--- src/rtl/product_accum_if.sv ---
// Handshake bundle between the multiplier side and product_accum.
//   start/len      : burst request from the controller
//   in_valid/ready : product stream (product[7:0])
//   out_valid/ready: result handshake (acc_out, overflow)
//   busy           : accumulator engaged (ACCUM or DONE)
// master drives requests/products and consumes results; slave is the accumulator.
interface product_accum_if #(
    parameter int unsigned ACC_W   = 12,
    parameter int unsigned COUNT_W = 4
);
    logic               start;
    logic [COUNT_W-1:0] len;
    logic               in_valid;
    logic               in_ready;
    logic [7:0]         product;
    logic               out_valid;
    logic               out_ready;
    logic [ACC_W-1:0]   acc_out;
    logic               overflow;
    logic               busy;

    modport master (
        output start, len, in_valid, product, out_ready,
        input  in_ready, out_valid, acc_out, overflow, busy
    );

    modport slave (
        input  start, len, in_valid, product, out_ready,
        output in_ready, out_valid, acc_out, overflow, busy
    );
endinterface

--- src/rtl/product_accum.sv ---
// product_accum: sums a programmed burst of 8-bit unsigned products.
//   clk, rst : single clock, synchronous active-high reset
//   bus      : product_accum_if.slave (start/len, product stream, result, busy)
// Overflow is sticky for the burst. Optional macro PRODUCT_ACCUM_SAT_EN
// clamps acc_out at 2**ACC_W-1 on overflow; without it the sum wraps.
// All outputs come straight from registers.
module product_accum #(
    parameter int unsigned ACC_W   = 12,
    parameter int unsigned COUNT_W = 4
) (
    input  logic           clk,
    input  logic           rst,
    product_accum_if.slave bus
);
    localparam int unsigned SUM_W = ACC_W + 1;

    typedef enum logic [1:0] {
        IDLE  = 2'd0,
        ACCUM = 2'd1,
        DONE  = 2'd2
    } state_t;

    state_t             state;
    logic [COUNT_W-1:0] cnt;
    logic [ACC_W-1:0]   acc;
    logic               ovf;
    logic               accept;
    logic               result_valid;
    logic               active;
    logic [SUM_W-1:0]   sum_c;

    // One extra bit captures the carry out of the accumulator.
    assign sum_c = SUM_W'(acc) + SUM_W'(bus.product);

    always_ff @(posedge clk) begin
        if (rst) begin
            state        <= IDLE;
            cnt          <= '0;
            acc          <= '0;
            ovf          <= 1'b0;
            accept       <= 1'b0;
            result_valid <= 1'b0;
            active       <= 1'b0;
        end else begin
            case (state)
                IDLE: begin
                    if (bus.start) begin
                        acc    <= '0;
                        ovf    <= 1'b0;
                        cnt    <= bus.len;
                        active <= 1'b1;
                        if (bus.len != '0) begin
                            state  <= ACCUM;
                            accept <= 1'b1;
                        end else begin
                            // Empty burst goes straight to a zero result.
                            state        <= DONE;
                            result_valid <= 1'b1;
                        end
                    end
                end
                ACCUM: begin
                    if (bus.in_valid) begin
                        cnt <= cnt - COUNT_W'(1);
`ifdef PRODUCT_ACCUM_SAT_EN
                        // Once clamped, stay clamped for the rest of the burst.
                        if (sum_c[ACC_W] || ovf) begin
                            acc <= '1;
                        end else begin
                            acc <= sum_c[ACC_W-1:0];
                        end
`else
                        acc <= sum_c[ACC_W-1:0];
`endif
                        if (sum_c[ACC_W]) begin
                            ovf <= 1'b1;
                        end
                        if (cnt == COUNT_W'(1)) begin
                            state        <= DONE;
                            accept       <= 1'b0;
                            result_valid <= 1'b1;
                        end
                    end
                end
                DONE: begin
                    // A start seen here is dropped; only the exit happens.
                    if (bus.out_ready) begin
                        state        <= IDLE;
                        result_valid <= 1'b0;
                        active       <= 1'b0;
                    end
                end
                default: begin
                    state        <= IDLE;
                    accept       <= 1'b0;
                    result_valid <= 1'b0;
                    active       <= 1'b0;
                end
            endcase
        end
    end

    assign bus.in_ready  = accept;
    assign bus.out_valid = result_valid;
    assign bus.acc_out   = acc;
    assign bus.overflow  = ovf;
    assign bus.busy      = active;
endmodule

--- src/flat_wrapper.sv ---
// flat-port wrapper written by rule: the top's interface ports become plain ports
module product_accum_flat 
#(
    parameter int unsigned ACC_W   = 12,
    parameter int unsigned COUNT_W = 4
)
  (clk, rst, bus_start, bus_len, bus_in_valid, bus_product, bus_out_ready, bus_in_ready, bus_out_valid, bus_acc_out, bus_overflow, bus_busy);
  product_accum_if #(.ACC_W(ACC_W), .COUNT_W(COUNT_W)) bus_i ();
  input  logic clk;
  input  logic rst;
  input wire logic [$bits(bus_i.start)-1:0] bus_start;
  input wire logic [$bits(bus_i.len)-1:0] bus_len;
  input wire logic [$bits(bus_i.in_valid)-1:0] bus_in_valid;
  input wire logic [$bits(bus_i.product)-1:0] bus_product;
  input wire logic [$bits(bus_i.out_ready)-1:0] bus_out_ready;
  output wire logic [$bits(bus_i.in_ready)-1:0] bus_in_ready;
  output wire logic [$bits(bus_i.out_valid)-1:0] bus_out_valid;
  output wire logic [$bits(bus_i.acc_out)-1:0] bus_acc_out;
  output wire logic [$bits(bus_i.overflow)-1:0] bus_overflow;
  output wire logic [$bits(bus_i.busy)-1:0] bus_busy;
  assign bus_i.start = bus_start;
  assign bus_i.len = bus_len;
  assign bus_i.in_valid = bus_in_valid;
  assign bus_i.product = bus_product;
  assign bus_i.out_ready = bus_out_ready;
  assign bus_in_ready = bus_i.in_ready;
  assign bus_out_valid = bus_i.out_valid;
  assign bus_acc_out = bus_i.acc_out;
  assign bus_overflow = bus_i.overflow;
  assign bus_busy = bus_i.busy;
  product_accum #(.ACC_W(ACC_W), .COUNT_W(COUNT_W)) u_core (.clk(clk), .rst(rst), .bus(bus_i));
endmodule
--- config.mk ---
export PLATFORM = sky130hd
export DESIGN_NAME = product_accum_flat
export DESIGN_NICKNAME = d
export VERILOG_FILES = /design/src/rtl/product_accum_if.sv /design/src/rtl/product_accum.sv /design/src/flat_wrapper.sv
export SDC_FILE = /design/constraint.sdc
export NUM_CORES = 1
export LEC_CHECK = 0
export ABC_AREA = 1
export CAP_MARGIN = 0
export CELL_PAD_IN_SITES_DETAIL_PLACEMENT = 1
export CELL_PAD_IN_SITES_GLOBAL_PLACEMENT = 1
export CORE_ASPECT_RATIO = 2
export CORE_MARGIN = 5
export CORE_UTILIZATION = 47
export DETAILED_ROUTE_END_ITERATION = 6
export DONT_BUFFER_PORTS = 1
export PLACE_DENSITY_LB_ADDON = 0.2
export SLEW_MARGIN = 15
export SYNTH_ARGS = -nofsm -noshare
export SYNTH_HDL_FRONTEND = slang
export SYNTH_SLANG_ARGS = --single-unit
--- constraint.sdc ---
create_clock -name clk -period 3.23 [get_ports clk]
set_input_delay 0.646 -clock clk [delete_from_list [all_inputs] [get_ports clk]]
set_output_delay 0.646 -clock clk [all_outputs]
set_load 0.02 [all_outputs]
==> results of run 1 <==
-- cell type report --
cell class                      count  area (um2)  area share (%)
Inverter                           30         118            7.36
Multi-Input combinational cell    171         930            58.2
Clock inverter                      1        30.0            1.88
Sequential cell                    22         440            27.6
Clock buffer                        3        41.3            2.58
Tap cell                           31        38.8            2.43
-- cells by family after synthesis --
group	count (synthesis)	synth area share, %
flip-flops	22	29.1
XOR/XNOR	3	1.74
buffers and inverters	33	9.50
adder cells (fa/ha/maj)	11	9.59
AND/OR/NAND/NOR	127	39.3
AO/OA/AOI/OAI	30	10.8
-- per-layer routing --
metal	share of wire (%)	vias to the layer above	routed length, um
li1	-	728	-
met1	32	716	1370
met3	2.8	4	118
met2	64	18	2710
met4	1.5	0	64
met5	0	-	0
-- power breakdown --
group	total, mW	leakage (nW)	switching [mW]	internal, mW
registers	0.433	0.180	0.100	0.333
logic	0.522	0.539	0.343	0.179
clock network	0.266	0.0357	0.100	0.166
total	1.22	0.754	0.543	0.677
-- worst max-delay path by stage --
| stage | startpoint | end | slack, ps | depth (start not counted) |
|---|---|---|---|---|
| floorplan | bus_product[0] | u_core.bus.acc_out[10] | 1380 | 10 |
| global placement | bus_product[6] | u_core.bus.acc_out[11] | 1290 | 8 |
| detailed placement | bus_product[0] | u_core.bus.acc_out[10] | 1200 | 10 |
| CTS | u_core.bus.acc_out[0] | u_core.bus.acc_out[10] | 1410 | 10 |
| global route | u_core.bus.acc_out[0] | u_core.bus.acc_out[10] | 1280 | 10 |
| finish | u_core.bus.acc_out[0] | u_core.bus.acc_out[8] | 1420 | 9 |
-- through the flow --
step,hold slack (ps),instance area (um2)
after floorplan,499,1510
after detailed placement,540,1530
after global routing,415,1600
after CTS,429,1600
final,436,1600
after global placement,532,1530
-- sequential cells by signal, summed over array words and instances (netlist names) --
register / flops
u_core.bus.busy: 1
u_core.state: 2
u_core.cnt: 4
u_core.bus.out_valid: 1
u_core.bus.in_ready: 1
u_core.bus.overflow: 1
u_core.bus.acc_out: 12
-- cell usage after synthesis --
| library cell | n | area share [%] |
|---|---|---|
| nand3b_1 | 5 | 2.5 |
| inv_4 | 2 | 0.83 |
| inv_2 | 2 | 0.50 |
| nor3_1 | 1 | 0.33 |
| o21ai_1 | 5 | 1.7 |
| or2_2 | 3 | 1.2 |
| nor2_2 | 1 | 0.41 |
| nor2_8 | 2 | 2.6 |
| nor3_2 | 1 | 0.66 |
| nand4_1 | 2 | 0.83 |
| nand2_4 | 1 | 0.74 |
| xnor2_1 | 2 | 1.2 |
| a211oi_2 | 1 | 0.83 |
| a31oi_1 | 3 | 1.2 |
| a21boi_0 | 1 | 0.50 |
| inv_1 | 26 | 6.4 |
| nand2_1 | 69 | 17 |
| fa_1 | 1 | 1.3 |
| a21oi_1 | 19 | 6.3 |
| xor2_1 | 1 | 0.58 |
| nor2_4 | 1 | 0.74 |
| ha_1 | 10 | 8.3 |
| o21ai_0 | 1 | 0.33 |
| dfxtp_1 | 22 | 29 |
| buf_6 | 2 | 1.5 |
| nand2_2 | 2 | 0.83 |
| nand3_1 | 19 | 6.3 |
| clkbuf_1 | 1 | 0.25 |
| nor2_1 | 20 | 5.0 |
==> impl_metrics.tcl, run 1 <==
set metrics [dict create \
    status "complete, no violations" \
    rr_worst_depth 9 \
    port_buffers 0 \
    cts_max_path_buffers 2 \
    overflow 0 \
    grt_pass1_vias 1605 \
    powerDensity_nw_per_um2 764 \
    worst_slew_pin_slew_ps 440 \
    worst-path-buf-inv 0 \
    finalNonFillerCells 258 \
    grt-busiest-layer "met2" \
    cts.clk_slew.worst_paths_ps 90 \
    nFillCells 451 \
    post-route-min-period_ps 1810 \
    die_y_um 90.3 \
    grt_usage_pct 19.8 \
    hold_end "u_core.bus.acc_out[6]" \
    antenna_found_initial 0 \
    required_ps 3430 \
    grt_use_met1_pct 17.2 \
    drt_iter0_markers 20 \
    critPathMaxStageDelay_ps 400 \
    tns_ps 0 \
    pin_count 33 \
    ant_nets 0 \
    cts-hold-fix-buffers 0 \
    layout_commonest_cell "nand2_1" \
    cts_sinks 22 \
    crit_chain "ha_1 -> fa_1 -> nand2_1 -> nand2_1 -> nand3_1 -> nand2_1 -> nand3_1 -> nand2_1 -> nor2_1" \
    slowest_stage "dfxtp_1" \
    fin_skew_ps 1.97 \
    ys_types 29 \
    synth_cells 226 \
    layout_common_cells "69 x nand2_1, 26 x inv_1, 22 x dfxtp_1" \
    clk-insertion-delay-late_ps 260 \
    max_cap_viol_count 0 \
    wl_per_cell_um 16.5 \
    p_total_mw 1.22 \
    rsz0062_at_grt "false" \
    worstHoldStart "rst" \
    dp.cells 254 \
    dieArea_um2 4520 \
    gp_congestion 0.796 \
    cts_buffers 3 \
    r2r_end "u_core.bus.acc_out[8]" \
    postCtsSetupBuffers 0 \
    rows 29 \
    post_synth.cell_area_avg_um2 6.70 \
    ys_warn_count 0 \
    hold_violations 0 \
    postCtsResizedCells 0 \
    synth_area_um2 1510 \
    use_met2_pct 41.2 \
    r2r_setup_slack_ps 1420 \
    slew_headroom_pct 70.6 \
    utilization_pct 50.6 \
    die_w_um 50.1 \
    drive_above_1_share_pct 8.81 \
    critPathTopFamily "adder cells" \
    gr-usage-met3_pct 3.14 \
    preCtsSetupSlack_ps 1200 \
    fin_crit_sh_pct 56.2 \
    ys_ff_latch 22 \
    drc 0 \
    hold_depth 1 \
    route.vias.total 1466 \
    cp_common_cell "nand2_1" \
    critPathCaptureType "flop" \
    dp_hpwl_um 3570 \
    min_path_type "input pin to flop" \
    worstPathArrival_ps 2020 \
    drv_slew 0 \
    cp_max_fo 4 \
    p_leak_nw 0.754 \
    crit_type "flop to flop" \
    r2r_start "u_core.bus.acc_out[0]" \
    grt_max_degree 16 \
    irDropWorstVdd_mv 0.478 \
    vias_per_cell 5.68 \
    startpoint_type "flop" \
    insertedDiodeCount 0 \
    drt_pass1_iterations 4 \
    wl_um 4260 \
    core_area_um2 3160 \
    htree_levels 1 \
    cts_tree "done" \
    setup_slack_ps 1420 \
    finalSetupViolCount 0 \
    grt_pass1_wl_um 7180 \
    start_util_pct 48.0 \
    ys_seq_area_share_pct 29.1 \
    fmax_ghz 0.551 \
    cts_root_buf "clkbuf_8" \
    synth_nets 254 \
    nNetsFinal 256 \
    syn2layout_area_growth_pct 5.54 \
]
Power figures use the tool's default switching activity.
==> run 2, diff against run 1 <==
--- a/config.mk
+++ b/config.mk
@@ -11,7 +11,7 @@
 export CELL_PAD_IN_SITES_GLOBAL_PLACEMENT = 1
 export CORE_ASPECT_RATIO = 2
 export CORE_MARGIN = 5
-export CORE_UTILIZATION = 47
+export CORE_UTILIZATION = 43
 export DETAILED_ROUTE_END_ITERATION = 6
 export DONT_BUFFER_PORTS = 1
 export PLACE_DENSITY_LB_ADDON = 0.2
==> constraint.sdc (replaced) <==
create_clock -name clk -period 1.7 [get_ports clk]
set_input_delay 0.34 -clock clk [delete_from_list [all_inputs] [get_ports clk]]
set_output_delay 0.34 -clock clk [all_outputs]
set_load 0.02 [all_outputs]
==> run 2 against run 1 <==
- sequential share of layout area shrank 1.6 points
- global-route usage shrank 0.44 points
- non-clock buffer count grew 11
- largest cell class unchanged
==> impl_metrics.tcl, run 2 (synthesis results as in run 1) <==
set metrics [dict create \
    port_buffers 0 \
    route.vias.total 1490 \
    rsz0062_at_grt "false" \
    cts_max_path_buffers 2 \
    rr_worst_depth 10 \
    overflow 0 \
    slowest_stage "fa_2" \
    p_leak_nw 0.802 \
    die_y_um 93.9 \
    min_path_type "input pin to flop" \
    irDropWorstVdd_mv 0.800 \
    insertedDiodeCount 0 \
    nNetsFinal 267 \
    drc 0 \
    wl_um 4280 \
    startpoint_type "flop" \
    critPathCaptureType "flop" \
    cts_sinks 22 \
    crit_chain "ha_2 -> fa_2 -> nand2_2 -> nand2_2 -> nand3_1 -> nand2_2 -> nand3b_1 -> nand2_1 -> inv_1 -> nor2_1" \
    setup_slack_ps 121 \
    r2r_end "u_core.bus.acc_out[10]" \
    wl_met2_um 2630 \
    grt_pass1_vias 1689 \
    hold_depth 1 \
    dieArea_um2 4880 \
    cts-hold-fix-buffers 0 \
    placedInstanceArea_um2 1630 \
    hold_end "u_core.bus.acc_out[7]" \
    start_util_pct 44.3 \
    cp_max_fo 4 \
    drt_iter0_markers 11 \
    rows 30 \
    r2r_start "u_core.bus.acc_out[0]" \
    worst_slew_pin_slew_ps 334 \
    core_area_um2 3420 \
    r2r_setup_slack_ps 120 \
    wirelength_met1_um 1430 \
    htree_levels 1 \
    startpoint "u_core.bus.acc_out[0]" \
    vias_per_cell 5.23 \
    antenna_found_initial 0 \
    slew_headroom_pct 77.7 \
    die_w_um 52.0 \
    drt_pass1_iterations 4 \
    grt_pass1_wl_um 7250 \
    fin_skew_ps 3.15 \
    cts_root_buf "clkbuf_8" \
    ant_nets 0 \
    grt_usage_pct 19.4 \
    critPathTopFamily "adder cells" \
    fin_crit_sh_pct 92.9 \
    cts_buffers 3 \
    preCtsSetupSlack_ps -21.6 \
    critPathMaxStageDelay_ps 350 \
    worstPathArrival_ps 1740 \
    nFillCells 463 \
    grt_max_degree 16 \
    worstHoldStart "rst" \
    post-route-min-period_ps 1580 \
    postCtsSetupBuffers 0 \
    cp_common_cell "nand2_2" \
    drive_above_1_share_pct 15.6 \
    worst-path-buf-inv 1 \
    status "complete, no violations" \
    regArea_um2 440 \
    layout_common_cells "66 x nand2_1, 26 x inv_1, 22 x dfxtp_1" \
    dp_hpwl_um 3640 \
    hold_violations 0 \
    finalSetupViolCount 0 \
    cts.clk_slew.worst_paths_ps 80 \
    largest_register_ffs 12 \
    crit_type "flop to flop" \
    fmax_ghz 0.633 \
    max_cap_viol_count 0 \
    multi_input_area_um2 952 \
    wl_met3_um 160 \
    pin_count 33 \
    drv_slew 0 \
    powerDensity_nw_per_um2 1310 \
    topRoutingLayerUsed "met4" \
    required_ps 1860 \
    gp_congestion 0.812 \
    wl_per_cell_um 15.0 \
    layout_commonest_cell "nand2_1" \
    clk-insertion-delay-late_ps 260 \
    syn2layout_area_growth_pct 11.9 \
    cts_tree "done" \
    final_cell_area_um2 1690 \
]
-- run 2: worst max path at each step --
| stage | endpoint | slack, ps | cells past startpoint |
|---|---|---|---|
| floorplan | u_core.bus.acc_out[10] | 70 | 10 |
| global placement | u_core.bus.acc_out[10] | 70 | 10 |
| detailed placement | u_core.bus.acc_out[10] | -20 | 9 |
| CTS | u_core.bus.acc_out[10] | 40 | 10 |
| global route | u_core.bus.acc_out[10] | 20 | 10 |
| finish | u_core.bus.acc_out[10] | 120 | 10 |
-- run 2: per-layer routing --
layer | vias up | global-route usage [%]
li1 | 748 | -
met1 | 713 | 17.0
met2 | 23 | 41.0
met3 | 6 | 2.54
met4 | 0 | 6.13
met5 | - | 0
-- run 2: what timing repair did --
action | in CTS | in global routing
pin swaps | 0 | 0
resized for setup | 3 | 4
gates cloned | 0 | 0
setup endpoints to repair | 1 | 5
-- run 2: cell type report --
| class | count | share of cell area [%] |
|---|---|---|
| multi-input cells | 171 | 56.2 |
| flip-flops and latches | 22 | 26.0 |
| inverters | 30 | 6.94 |
| repair buffers | 11 | 4.87 |
| well taps | 48 | 3.55 |
| clock buffers | 3 | 2.44 |
-- run 2: through the flow --
step           hold slack (ps)  utilization [%]  TNS (ps)  power [mW]  std cells
2_1_floorplan              409                -         0        1.64        226
3_3_place_gp               413             47.7         0        1.85        282
3_5_place_dp               416             47.7     -21.6        1.92        282
4_1_cts                    132             49.2         0        2.26        285
5_1_grt                    132             49.6         0        2.40        285
6_report                   139             49.6         0        2.23        285
-- run 2: power by group --
part	leakage (nW)	switching [mW]	internal [mW]
sequential	0.180	0.154	0.632
clock	0.0216	0.172	0.158
combinational	0.601	0.711	0.398
total	0.802	1.04	1.19
==> run 3, diff against run 2 <==
--- a/config.mk
+++ b/config.mk
@@ -6,7 +6,6 @@
 export NUM_CORES = 1
 export LEC_CHECK = 0
 export ABC_AREA = 1
-export CAP_MARGIN = 0
 export CELL_PAD_IN_SITES_DETAIL_PLACEMENT = 1
 export CELL_PAD_IN_SITES_GLOBAL_PLACEMENT = 1
 export CORE_ASPECT_RATIO = 2
@@ -15,6 +14,7 @@
 export DETAILED_ROUTE_END_ITERATION = 6
 export DONT_BUFFER_PORTS = 1
 export PLACE_DENSITY_LB_ADDON = 0.2
+export RECOVER_POWER = 50
 export SLEW_MARGIN = 15
 export SYNTH_ARGS = -nofsm -noshare
 export SYNTH_HDL_FRONTEND = slang
==> run 3 against run 2 <==
- non-clock buffer count unchanged
- critical path type unchanged
- fmax is essentially flat
- flip-flop and latch count unchanged
- combinational power fell by 4%
- cell area down 2.7%
- setup slack got worse by 1.3 ps
- total power down 1.9%
- first-iteration DRC count is 27% higher
==> impl_metrics.tcl, run 3 (synthesis results as in run 1) <==
set metrics [dict create \
    cts_max_path_buffers 2 \
    r2r_start "u_core.bus.acc_out[0]" \
    slew_headroom_pct 72.5 \
    die_w_um 52.0 \
    overflow 0 \
    crit_type "flop to flop" \
    syn2layout_area_growth_pct 8.93 \
    topRoutingLayerUsed "met4" \
    cts_root_buf "clkbuf_8" \
    worst_slew_pin_slew_ps 412 \
    cp_max_fo 4 \
    clk-insertion-delay-late_ps 260 \
    largest_register_ffs 12 \
    drt_iter0_markers 14 \
    vias_per_cell 5.25 \
    cts.clk_slew.worst_paths_ps 80 \
    insertedDiodeCount 0 \
    max_cap_viol_count 0 \
    cts_buffers 3 \
    postCtsSetupBuffers 0 \
    cts-hold-fix-buffers 0 \
    layout_commonest_cell "nand2_1" \
    core_area_um2 3420 \
    cts_tree "done" \
    dieArea_um2 4880 \
    worst-path-buf-inv 1 \
    wl_um 4300 \
    fin_skew_ps 2.83 \
    layout_common_cells "66 x nand2_1, 26 x inv_1, 22 x dfxtp_1" \
    finalNonFillerCells 285 \
    drt_pass1_iterations 4 \
    cts_sinks 22 \
    irDropWorstVdd_mv 0.783 \
    p_leak_nw 0.759 \
    wl_met2_um 2650 \
    ant_nets 0 \
    grt_pass1_wl_um 7250 \
    startpoint_type "flop" \
    slowest_stage "fa_2" \
    start_util_pct 44.3 \
    multi_input_area_um2 941 \
    worstPathArrival_ps 1740 \
    r2r_setup_slack_ps 120 \
    regArea_um2 440 \
    hold_depth 1 \
    r2r_end "u_core.bus.acc_out[10]" \
    drive_above_1_share_pct 11.4 \
    critPathTopFamily "adder cells" \
    post-route-min-period_ps 1580 \
    fmax_ghz 0.633 \
    hold_end "u_core.bus.acc_out[7]" \
    dp_hpwl_um 3640 \
    fin_crit_sh_pct 93.0 \
    pin_count 33 \
    nFillCells 468 \
    grt_pass1_vias 1689 \
    die_y_um 93.9 \
    route.vias.total 1496 \
    nNetsFinal 267 \
    worstHoldStart "rst" \
    wl_per_cell_um 15.1 \
    critPathMaxStageDelay_ps 350 \
    grt_max_degree 16 \
    dp.cells 282 \
    wirelength_met1_um 1440 \
    htree_levels 1 \
    critPathCaptureType "flop" \
    status "complete, no violations" \
    required_ps 1860 \
    rr_worst_depth 10 \
    rsz0062_at_grt "false" \
    rows 30 \
    antenna_found_initial 0 \
    hold_violations 0 \
    crit_chain "ha_2 -> fa_2 -> nand2_2 -> nand2_2 -> nand3_1 -> nand2_2 -> nand3b_1 -> nand2_1 -> inv_1 -> nor2_1" \
    powerDensity_nw_per_um2 1320 \
    min_path_type "input pin to flop" \
    drv_slew 0 \
    port_buffers 0 \
    cp_common_cell "nand2_2" \
    gp_congestion 0.812 \
    finalSetupViolCount 0 \
    drc 0 \
    wl_met3_um 157 \
    grt_usage_pct 19.4 \
    holdWs_ps 139 \
]
## run 3: cell count changes in the layout (fill, tap and decap cells not counted), sizes merged
cell and delta:
clkbuf +9, buf -9
## run 3: cell type report
type	count	area share, %
clock buffer	3	2.50
inverter	30	7.13
multi-input combinational	171	57.1
sequential	22	26.7
tap	48	3.64
timing repair buffer	11	2.96
## run 3: layer usage
| metal | vias up | GRT usage, % |
|---|---|---|
| met3 | 4 | 2.54 |
| met1 | 722 | 17.0 |
| met2 | 21 | 41.0 |
| met5 | - | 0 |
| li1 | 749 | - |
| met4 | 0 | 6.13 |
## run 3: stage by stage
stage	cell area, um2	setup WS (ps)	utilization, %	TNS [ps]	power [mW]
detailed placement	1630	-21.6	47.7	-21.6	1.92
floorplan	1510	73.3	-	0	1.64
CTS	1680	38.3	49.2	0	2.26
global route	1650	11.1	48.3	0	2.36
global placement	1630	73.0	47.7	0	1.85
finish	1650	119	48.3	0	2.18
## run 3: report_power, final
group / leakage (nW) / internal, mW / switching, mW / total [mW]
logic: 0.558 / 0.367 / 0.704 / 1.07
clock network: 0.0216 / 0.158 / 0.170 / 0.329
registers: 0.180 / 0.632 / 0.150 / 0.782
total: 0.759 / 1.16 / 1.02 / 2.18
## run 3: worst max path at each step
stage,from,end,slack [ps],cells past startpoint
6_report,u_core.bus.acc_out[0],u_core.bus.acc_out[10],120,10
5_1_grt,u_core.bus.acc_out[0],u_core.bus.acc_out[10],10,10
4_1_cts,u_core.bus.acc_out[0],u_core.bus.acc_out[10],40,10
3_5_place_dp,bus_product[0],u_core.bus.acc_out[10],-20,9
3_3_place_gp,bus_product[0],u_core.bus.acc_out[10],70,10
2_1_floorplan,u_core.bus.acc_out[0],u_core.bus.acc_out[10],70,10
## run 3: worst reg2reg max path, delay by kind of cell, from the launching register on
family	cells	cell delay (ps)
adder cells (fa/ha/maj)	2	550
buffers and inverters	1	60
AND/OR/NAND/NOR	7	540
flip-flops	1	330
## run 3: what timing repair did
item / CTS / global route
gates cloned: 0 / 0
resized for setup: 3 / 4
setup endpoints to repair: 1 / 5
pin swaps: 0 / 0
